## src/rtl/spi_ctr_ctrl_if.sv

```systemverilog
// SPI link bundle between an SPI master and the tile counter sequencer.
interface spi_ctr_ctrl_if;
  logic spi_sclk;
  logic spi_cs_n;
  logic spi_mosi;
  logic spi_miso;

  modport master (output spi_sclk, output spi_cs_n, output spi_mosi, input spi_miso);
  modport slave  (input spi_sclk, input spi_cs_n, input spi_mosi, output spi_miso);
endinterface

```

## src/rtl/spi_ctr_ctrl.sv

```systemverilog
// SPI-slave command sequencer driving the 8-bit tile counter (16-bit mode-0 frames).
// Optional prescaler is built when SPI_CTR_PRESCALE_EN is defined.
module spi_ctr_ctrl #(
  parameter int WIDTH       = 8,
  parameter int SYNC_STAGES = 2
) (
  input  logic             i_clk,
  input  logic             i_rst,
  spi_ctr_ctrl_if.slave    spi,
  output logic [WIDTH-1:0] o_ctr_value,
  output logic             o_ctr_en,
  output logic             o_ctr_dir,
  output logic             o_busy,
  output logic             o_frame_err
);
  localparam int CNT_W = $clog2(WIDTH);

  typedef enum logic [2:0] {
    S_WAIT_IDLE, S_IDLE, S_CMD, S_DATA, S_DONE, S_ERR
  } state_t;

  state_t                 r_state, w_state_nxt;
  logic [SYNC_STAGES-1:0] r_sclk_sync, r_cs_sync, r_mosi_sync;
  logic                   r_sclk_d, r_cs_d;
  logic                   w_sclk, w_cs_n, w_mosi;
  logic                   w_sclk_rise, w_sclk_fall, w_cs_fall, w_cs_rise;
  logic [CNT_W-1:0]       r_bit_cnt;
  logic [WIDTH-1:0]       r_rx, r_tx, r_ctr, w_status;
  logic [1:0]             r_op;
  logic                   r_miso, r_en, r_dir, r_busy, r_frame_err;
  logic                   w_start, w_shift, w_snap, w_tx_shift, w_exec, w_err, w_tick;

  // Synchronizers stay unreset so they keep tracking the pins through a reset.
  always_ff @(posedge i_clk) begin
    r_sclk_sync <= {r_sclk_sync[SYNC_STAGES-2:0], spi.spi_sclk};
    r_cs_sync   <= {r_cs_sync[SYNC_STAGES-2:0], spi.spi_cs_n};
    r_mosi_sync <= {r_mosi_sync[SYNC_STAGES-2:0], spi.spi_mosi};
    r_sclk_d    <= r_sclk_sync[SYNC_STAGES-1];
    r_cs_d      <= r_cs_sync[SYNC_STAGES-1];
  end

  assign w_sclk      = r_sclk_sync[SYNC_STAGES-1];
  assign w_cs_n      = r_cs_sync[SYNC_STAGES-1];
  assign w_mosi      = r_mosi_sync[SYNC_STAGES-1];
  assign w_sclk_rise = w_sclk & ~r_sclk_d;
  assign w_sclk_fall = ~w_sclk & r_sclk_d;
  assign w_cs_fall   = ~w_cs_n & r_cs_d;
  assign w_cs_rise   = w_cs_n & ~r_cs_d;

`ifdef SPI_CTR_PRESCALE_EN
  localparam logic PSC_FLAG = 1'b1;
  logic [WIDTH-1:0] r_prescale, r_psc_cnt;

  assign w_tick = (r_psc_cnt == r_prescale);

  // Prescale register and tick divider.
  always_ff @(posedge i_clk) begin
    if (i_rst) begin
      r_prescale <= '0;
      r_psc_cnt  <= '0;
    end else if (w_exec && (r_op == 2'b11)) begin
      r_prescale <= r_rx;
      r_psc_cnt  <= '0;
    end else if (w_tick) begin
      r_psc_cnt  <= '0;
    end else begin
      r_psc_cnt  <= r_psc_cnt + WIDTH'(1);
    end
  end
`else
  localparam logic PSC_FLAG = 1'b0;
  assign w_tick = 1'b1;
`endif

  assign w_status = {r_en, r_dir, PSC_FLAG, {(WIDTH-3){1'b0}}};

  // FSM state register.
  always_ff @(posedge i_clk) begin
    if (i_rst) r_state <= S_WAIT_IDLE;
    else       r_state <= w_state_nxt;
  end

  // Frame sequencing; a cs_n rise always closes the frame, even alongside an sclk edge.
  always_comb begin
    w_state_nxt = r_state;
    w_start     = 1'b0;
    w_shift     = 1'b0;
    w_snap      = 1'b0;
    w_exec      = 1'b0;
    w_err       = 1'b0;
    w_tx_shift  = 1'b0;
    case (r_state)
      S_WAIT_IDLE: begin
        if (w_cs_n) w_state_nxt = S_IDLE;
        else        w_state_nxt = S_WAIT_IDLE;
      end
      S_IDLE: begin
        if (w_cs_fall) begin
          w_state_nxt = S_CMD;
          w_start     = 1'b1;
        end else begin
          w_state_nxt = S_IDLE;
        end
      end
      S_CMD, S_DATA: begin
        w_tx_shift = w_sclk_fall;
        if (w_cs_rise) begin
          w_state_nxt = S_IDLE;
          w_err       = 1'b1;
        end else if (w_sclk_rise) begin
          w_shift = 1'b1;
          if (r_bit_cnt == CNT_W'(WIDTH-1)) begin
            w_snap      = (r_state == S_CMD);
            w_state_nxt = (r_state == S_CMD) ? S_DATA : S_DONE;
          end else begin
            w_state_nxt = r_state;
          end
        end else begin
          w_state_nxt = r_state;
        end
      end
      S_DONE: begin
        w_tx_shift = w_sclk_fall;
        if (w_cs_rise) begin
          w_state_nxt = S_IDLE;
          w_exec      = 1'b1;
        end else if (w_sclk_rise) begin
          w_state_nxt = S_ERR;
        end else begin
          w_state_nxt = S_DONE;
        end
      end
      S_ERR: begin
        if (w_cs_rise) begin
          w_state_nxt = S_IDLE;
          w_err       = 1'b1;
        end else begin
          w_state_nxt = S_ERR;
        end
      end
      default: w_state_nxt = S_WAIT_IDLE;
    endcase
  end

  // Shift registers, bit counter and MISO driver.
  always_ff @(posedge i_clk) begin
    if (i_rst) begin
      r_bit_cnt <= '0;
      r_rx      <= '0;
      r_tx      <= '0;
      r_op      <= 2'b00;
      r_miso    <= 1'b0;
    end else if (w_start) begin
      r_bit_cnt <= '0;
      r_tx      <= {w_status[WIDTH-2:0], 1'b0};
      r_miso    <= w_status[WIDTH-1];
    end else begin
      if (w_shift) begin
        r_rx      <= {r_rx[WIDTH-2:0], w_mosi};
        r_bit_cnt <= r_bit_cnt + CNT_W'(1);
      end
      // The command top bits sit in r_rx[6:5] just as its last bit arrives.
      if (w_snap) begin
        r_op <= r_rx[WIDTH-2 -: 2];
        r_tx <= r_ctr;
      end else if (w_tx_shift) begin
        r_tx <= {r_tx[WIDTH-2:0], 1'b0};
      end
      if ((w_state_nxt == S_IDLE) || (w_state_nxt == S_WAIT_IDLE)) r_miso <= 1'b0;
      else if (w_tx_shift)                                         r_miso <= r_tx[WIDTH-1];
    end
  end

  // Counter datapath and control register; a load beats a same-cycle tick.
  always_ff @(posedge i_clk) begin
    if (i_rst) begin
      r_ctr <= '0;
      r_en  <= 1'b0;
      r_dir <= 1'b0;
    end else begin
      if (w_exec && (r_op == 2'b01)) begin
        r_en  <= r_rx[0];
        r_dir <= r_rx[1];
      end
      if (w_exec && (r_op == 2'b10))  r_ctr <= r_rx;
      else if (r_en && w_tick)        r_ctr <= r_dir ? (r_ctr - WIDTH'(1)) : (r_ctr + WIDTH'(1));
    end
  end

  // Frame status flags.
  always_ff @(posedge i_clk) begin
    if (i_rst) begin
      r_busy      <= 1'b0;
      r_frame_err <= 1'b0;
    end else begin
      r_busy      <= (w_state_nxt != S_IDLE) && (w_state_nxt != S_WAIT_IDLE);
      r_frame_err <= w_err;
    end
  end

  assign spi.spi_miso = r_miso;
  assign o_ctr_value  = r_ctr;
  assign o_ctr_en     = r_en;
  assign o_ctr_dir    = r_dir;
  assign o_busy       = r_busy;
  assign o_frame_err  = r_frame_err;
endmodule

```

## src/flat_wrapper.sv

```systemverilog
// flat-port wrapper written by rule: the top's interface ports become plain ports
module spi_ctr_ctrl_flat 
#(
  parameter int WIDTH       = 8,
  parameter int SYNC_STAGES = 2
)
  (i_clk, i_rst, o_ctr_value, o_ctr_en, o_ctr_dir, o_busy, o_frame_err, spi_spi_sclk, spi_spi_cs_n, spi_spi_mosi, spi_spi_miso);
  spi_ctr_ctrl_if spi_i ();
  input  logic i_clk;
  input  logic i_rst;
  output logic [WIDTH-1:0] o_ctr_value;
  output logic o_ctr_en;
  output logic o_ctr_dir;
  output logic o_busy;
  output logic o_frame_err;
  input wire logic [$bits(spi_i.spi_sclk)-1:0] spi_spi_sclk;
  input wire logic [$bits(spi_i.spi_cs_n)-1:0] spi_spi_cs_n;
  input wire logic [$bits(spi_i.spi_mosi)-1:0] spi_spi_mosi;
  output wire logic [$bits(spi_i.spi_miso)-1:0] spi_spi_miso;
  assign spi_i.spi_sclk = spi_spi_sclk;
  assign spi_i.spi_cs_n = spi_spi_cs_n;
  assign spi_i.spi_mosi = spi_spi_mosi;
  assign spi_spi_miso = spi_i.spi_miso;
  spi_ctr_ctrl #(.WIDTH(WIDTH), .SYNC_STAGES(SYNC_STAGES)) u_core (.i_clk(i_clk), .i_rst(i_rst), .spi(spi_i), .o_ctr_value(o_ctr_value), .o_ctr_en(o_ctr_en), .o_ctr_dir(o_ctr_dir), .o_busy(o_busy), .o_frame_err(o_frame_err));
endmodule
```

## config.mk

```make
export PLATFORM = sky130hd
export DESIGN_NAME = spi_ctr_ctrl_flat
export DESIGN_NICKNAME = d
export VERILOG_FILES = /design/src/rtl/spi_ctr_ctrl_if.sv /design/src/rtl/spi_ctr_ctrl.sv /design/src/flat_wrapper.sv
export SDC_FILE = /design/constraint.sdc
export NUM_CORES = 1
export LEC_CHECK = 0
export BUFFER_PORTS_ARGS = -buffer_cell sky130_fd_sc_hd__buf_2
export CORE_MARGIN = 2
export CORE_UTILIZATION = 40
export CTS_CLUSTER_DIAMETER = 30
export DETAILED_ROUTE_END_ITERATION = 10
export PLACE_DENSITY = 0.57
export SLEW_MARGIN = 10
export SYNTH_ARGS = -nofsm -noshare
export SYNTH_HDL_FRONTEND = slang
export SYNTH_SLANG_ARGS = --single-unit
```

## constraint.sdc

```tcl
create_clock -name i_clk -period 2.8 [get_ports i_clk]
set_clock_uncertainty 0.05 [all_clocks]
set_input_delay 0.42 -clock i_clk [delete_from_list [all_inputs] [get_ports i_clk]]
set_output_delay 0.42 -clock i_clk [all_outputs]
set_load 0.01 [all_outputs]
```

==> results_dict.tcl <==
set metrics [dict create \
    routed_via_density 5.17 \
    timing.critical_path.fanout_max 12 \
    postRouteAntennaNets 0 \
    final_util_pct 46.1 \
    fp.dieArea_mm2 0.00597 \
    synth.lib_cells_used.distinct 47 \
    power.leakage_uw 0.00110 \
    die-width_um 77.3 \
    r2r-start "u_core.r_state[2]" \
    post_synth_xor_xnor_area_pct 3.26 \
    ys_async_sr_fraction_pct 0 \
    die_y_um 77.3 \
    clock_pin_slew_of_the_registers_on_the_worst_case_setup_and_hold_paths_ns 0.09 \
    finalCriticalPeriod_ns 2.11 \
    power_density_mw_per_mm2 500 \
    core-area_mm2 0.00514 \
    critical_path_arrival_ns 2.23 \
    post_synthesis_adder_cell_area_fraction_pct 5.59 \
    clock-root-buffer "sky130_fd_sc_hd__clkbuf_8" \
    slew-limit-headroom_pct 35.2 \
    synth-seq-area-share_pct 42.0 \
    design.final.nets 244 \
    drt_iter0_drc 76 \
    maxSlewViolCount 0 \
    timing.critical_path.from "u_core.r_state[2]" \
    synth.avg_cell_area_um2 9.89 \
    clk_lat_worst_skew_ns 0.30 \
    cts_tree "built" \
    gr-usage-all-layers_pct 15.1 \
    globalplace.congestion 0.733 \
    antennaDiodeCount 0 \
    clock_tree.buffer_depth 2 \
    worstMarginPinSlew_ns 0.966 \
    synth_ff_type "sky130_fd_sc_hd__dfxtp_1" \
    crit_type "reg -> reg" \
    total_nets_after_synthesis 231 \
    post_drt_wl_per_cell_um 13.6 \
    wl_um 4090 \
    synth_top_family_by_area "simple AND/OR/NAND/NOR gates" \
    cts_inserted_buffers 5 \
    fmaxAchievable_ghz 0.474 \
    syn2layout_area_growth_pct 10.3 \
    timing.critical_path.from_type "flop" \
    drv_cap 0 \
    num_io_pins 18 \
    run_status "complete, no violations" \
    synthDominantAreaCellType "sky130_fd_sc_hd__dfxtp_1" \
    pin_count_of_the_biggest_net_entering_global_routing 29 \
    report.final.setup_viol 0 \
    post-dp-hpwl_um 2840 \
    post-route-period-util_pct 75.3 \
    port_buffers 17 \
    timing.critical_path.to_type "flop" \
    number_of_h_tree_levels 2 \
    worst-endpoint-required_ns 2.92 \
    number_of_synthesized_flops_with_an_enable_pin 0 \
    placement_rows 26 \
    grt_antenna_before_repair 0 \
    fin_hold_ws_ns 0.168 \
    yosys.area_share.simple_pct 16.7 \
    detailroute.via_count 1555 \
    report.final.hold_viol_count 0 \
    area_fraction_in_compound_gates_after_synthesis_pct 15.8 \
    first_global_vias 1451 \
    numPlacedInstances 293 \
    fin_setup_tns_ns 0 \
    worst_hold_startpoint "spi_spi_mosi" \
    yosys-mux-area-fraction_pct 12.6 \
    drt_drc_violations_left 0 \
    post_layout_nonfiller_instances 301 \
    layout.filler_cells 536 \
    post_cts_setup_buffers 0 \
    resized_after_cts 0 \
    synth-warning-count 0 \
    mapped_area_mm2 0.00215 \
    clock-sinks 45 \
    drive_above_1_share_pct 16.9 \
    grt.overflow.total 0 \
    final_cell_mix "45 x sky130_fd_sc_hd__dfxtp_1, 32 x sky130_fd_sc_hd__nor2_1, 27 x sky130_fd_sc_hd__mux2i_1" \
    peakVddDrop_mv 0.255 \
    postCtsHoldBufs 0 \
    floorplan.initialDensity_pct 41.8 \
    yosys-top-cells-area "sky130_fd_sc_hd__dfxtp_1 42%, sky130_fd_sc_hd__mux2i_1 13%, sky130_fd_sc_hd__nor2_1 5.6%" \
    yosysTopAreaCellShare_pct 42.0 \
    synth.ff_latch_count 45 \
    worst_hold_path_type "in -> reg" \
    first_pass_grt_wire_length_um 7060 \
    rsz0062_at_grt "false" \
    drt_first_pass_iters 4 \
    post_synth_inst_count 217 \
    layout_commonest_cell "sky130_fd_sc_hd__dfxtp_1" \
]
==> cell families (layout without fill, tap and decap cells) <==
group,after synthesis,count (layout)
AOI/OAI and AO/OA,45,45
xor gates and xnor gates,8,8
adders and majority gates,9,9
buffers and inverters,16,30
DFF,45,45
muxes,27,27
and+or+nand+nor,67,67
==> power by group <==
group	total (µW)	internal, µW	leakage, µW	switching [µW]
clock network	491	268	0.0000554	223
registers	656	648	0.000366	8.68
logic	35.9	14.7	0.000678	21.2
total	1180	930	0.00110	253
==> cells in the mapped netlist (2+ instances only) <==
master,n
sky130_fd_sc_hd__nor2b_1,5
sky130_fd_sc_hd__a21oi_1,9
sky130_fd_sc_hd__o22ai_1,2
sky130_fd_sc_hd__xor2_1,3
sky130_fd_sc_hd__nand2_1,3
sky130_fd_sc_hd__buf_6,2
sky130_fd_sc_hd__nand3_1,2
sky130_fd_sc_hd__buf_2,5
sky130_fd_sc_hd__a211oi_2,6
sky130_fd_sc_hd__nor2_1,32
sky130_fd_sc_hd__a21o_1,2
sky130_fd_sc_hd__xnor2_1,5
sky130_fd_sc_hd__ha_1,8
sky130_fd_sc_hd__a211oi_1,7
sky130_fd_sc_hd__nor3b_1,3
sky130_fd_sc_hd__a311oi_1,2
sky130_fd_sc_hd__nor3_1,3
sky130_fd_sc_hd__nand3b_1,2
sky130_fd_sc_hd__nand4b_1,2
sky130_fd_sc_hd__inv_1,3
sky130_fd_sc_hd__dfxtp_1,45
sky130_fd_sc_hd__mux2i_1,27
sky130_fd_sc_hd__buf_4,2
sky130_fd_sc_hd__o21ai_0,6
sky130_fd_sc_hd__nand2b_1,7
sky130_fd_sc_hd__clkbuf_1,3
==> registers in the layout, summed over array words and instances (netlist names), 3 cells and up <==
signal	flops
u_core.r_state	3
u_core.r_rx	8
u_core.r_bit_cnt	3
u_core.r_tx	8
u_core.o_ctr_value	8
==> final timing paths <==
path / to / slack [ns] / cells past startpoint
min: u_core.r_mosi_sync[0] / 0.17 / 1
min reg2reg: u_core.r_sclk_sync[1] / 0.28 / 0
max reg2reg: u_core.r_tx[7] / 0.69 / 5
max: u_core.r_tx[7] / 0.69 / 5
==> metal layers <==
layer	up-vias	share of wire [%]	GRT usage, %
met5	-	0	0
met4	0	2.2	7.50
met2	18	45	21.5
met1	729	50	21.2
met3	9	2.7	3.65
li1	799	-	-
==> cell type report <==
| cell class | count | area, µm² | area share [%] |
|---|---|---|---|
| well taps | 70 | 87.6 | 3.70 |
| clock inverters | 2 | 38.8 | 1.64 |
| clock buffers | 6 | 72.6 | 3.06 |
| inverters | 3 | 11.3 | 0.475 |
| repair buffers | 19 | 100 | 4.23 |
| flip-flops and latches | 45 | 901 | 38.0 |
| multi-input cells | 156 | 1160 | 48.9 |
==> worst max-delay path, stage by stage (launching register included) <==
cell and delay (ns):
sky130_fd_sc_hd__dfxtp_1 0.53, sky130_fd_sc_hd__nor2b_1 0.14, sky130_fd_sc_hd__o21ai_1 0.78, sky130_fd_sc_hd__mux2i_1 0.26
sky130_fd_sc_hd__and2_0 0.14, sky130_fd_sc_hd__o32ai_1 0.08
==> metrics by stage <==
step | total power (µW) | area [µm²] | worst slack (ns)
after global placement | 707 | 2260 | 0.702
final | 1180 | 2370 | 0.691
after CTS | 1200 | 2370 | 0.657
after detailed placement | 708 | 2260 | 0.679
after global routing | 1240 | 2370 | 0.483
after floorplan | 699 | 2150 | 0.944
(Power assumes the default switching activity.)
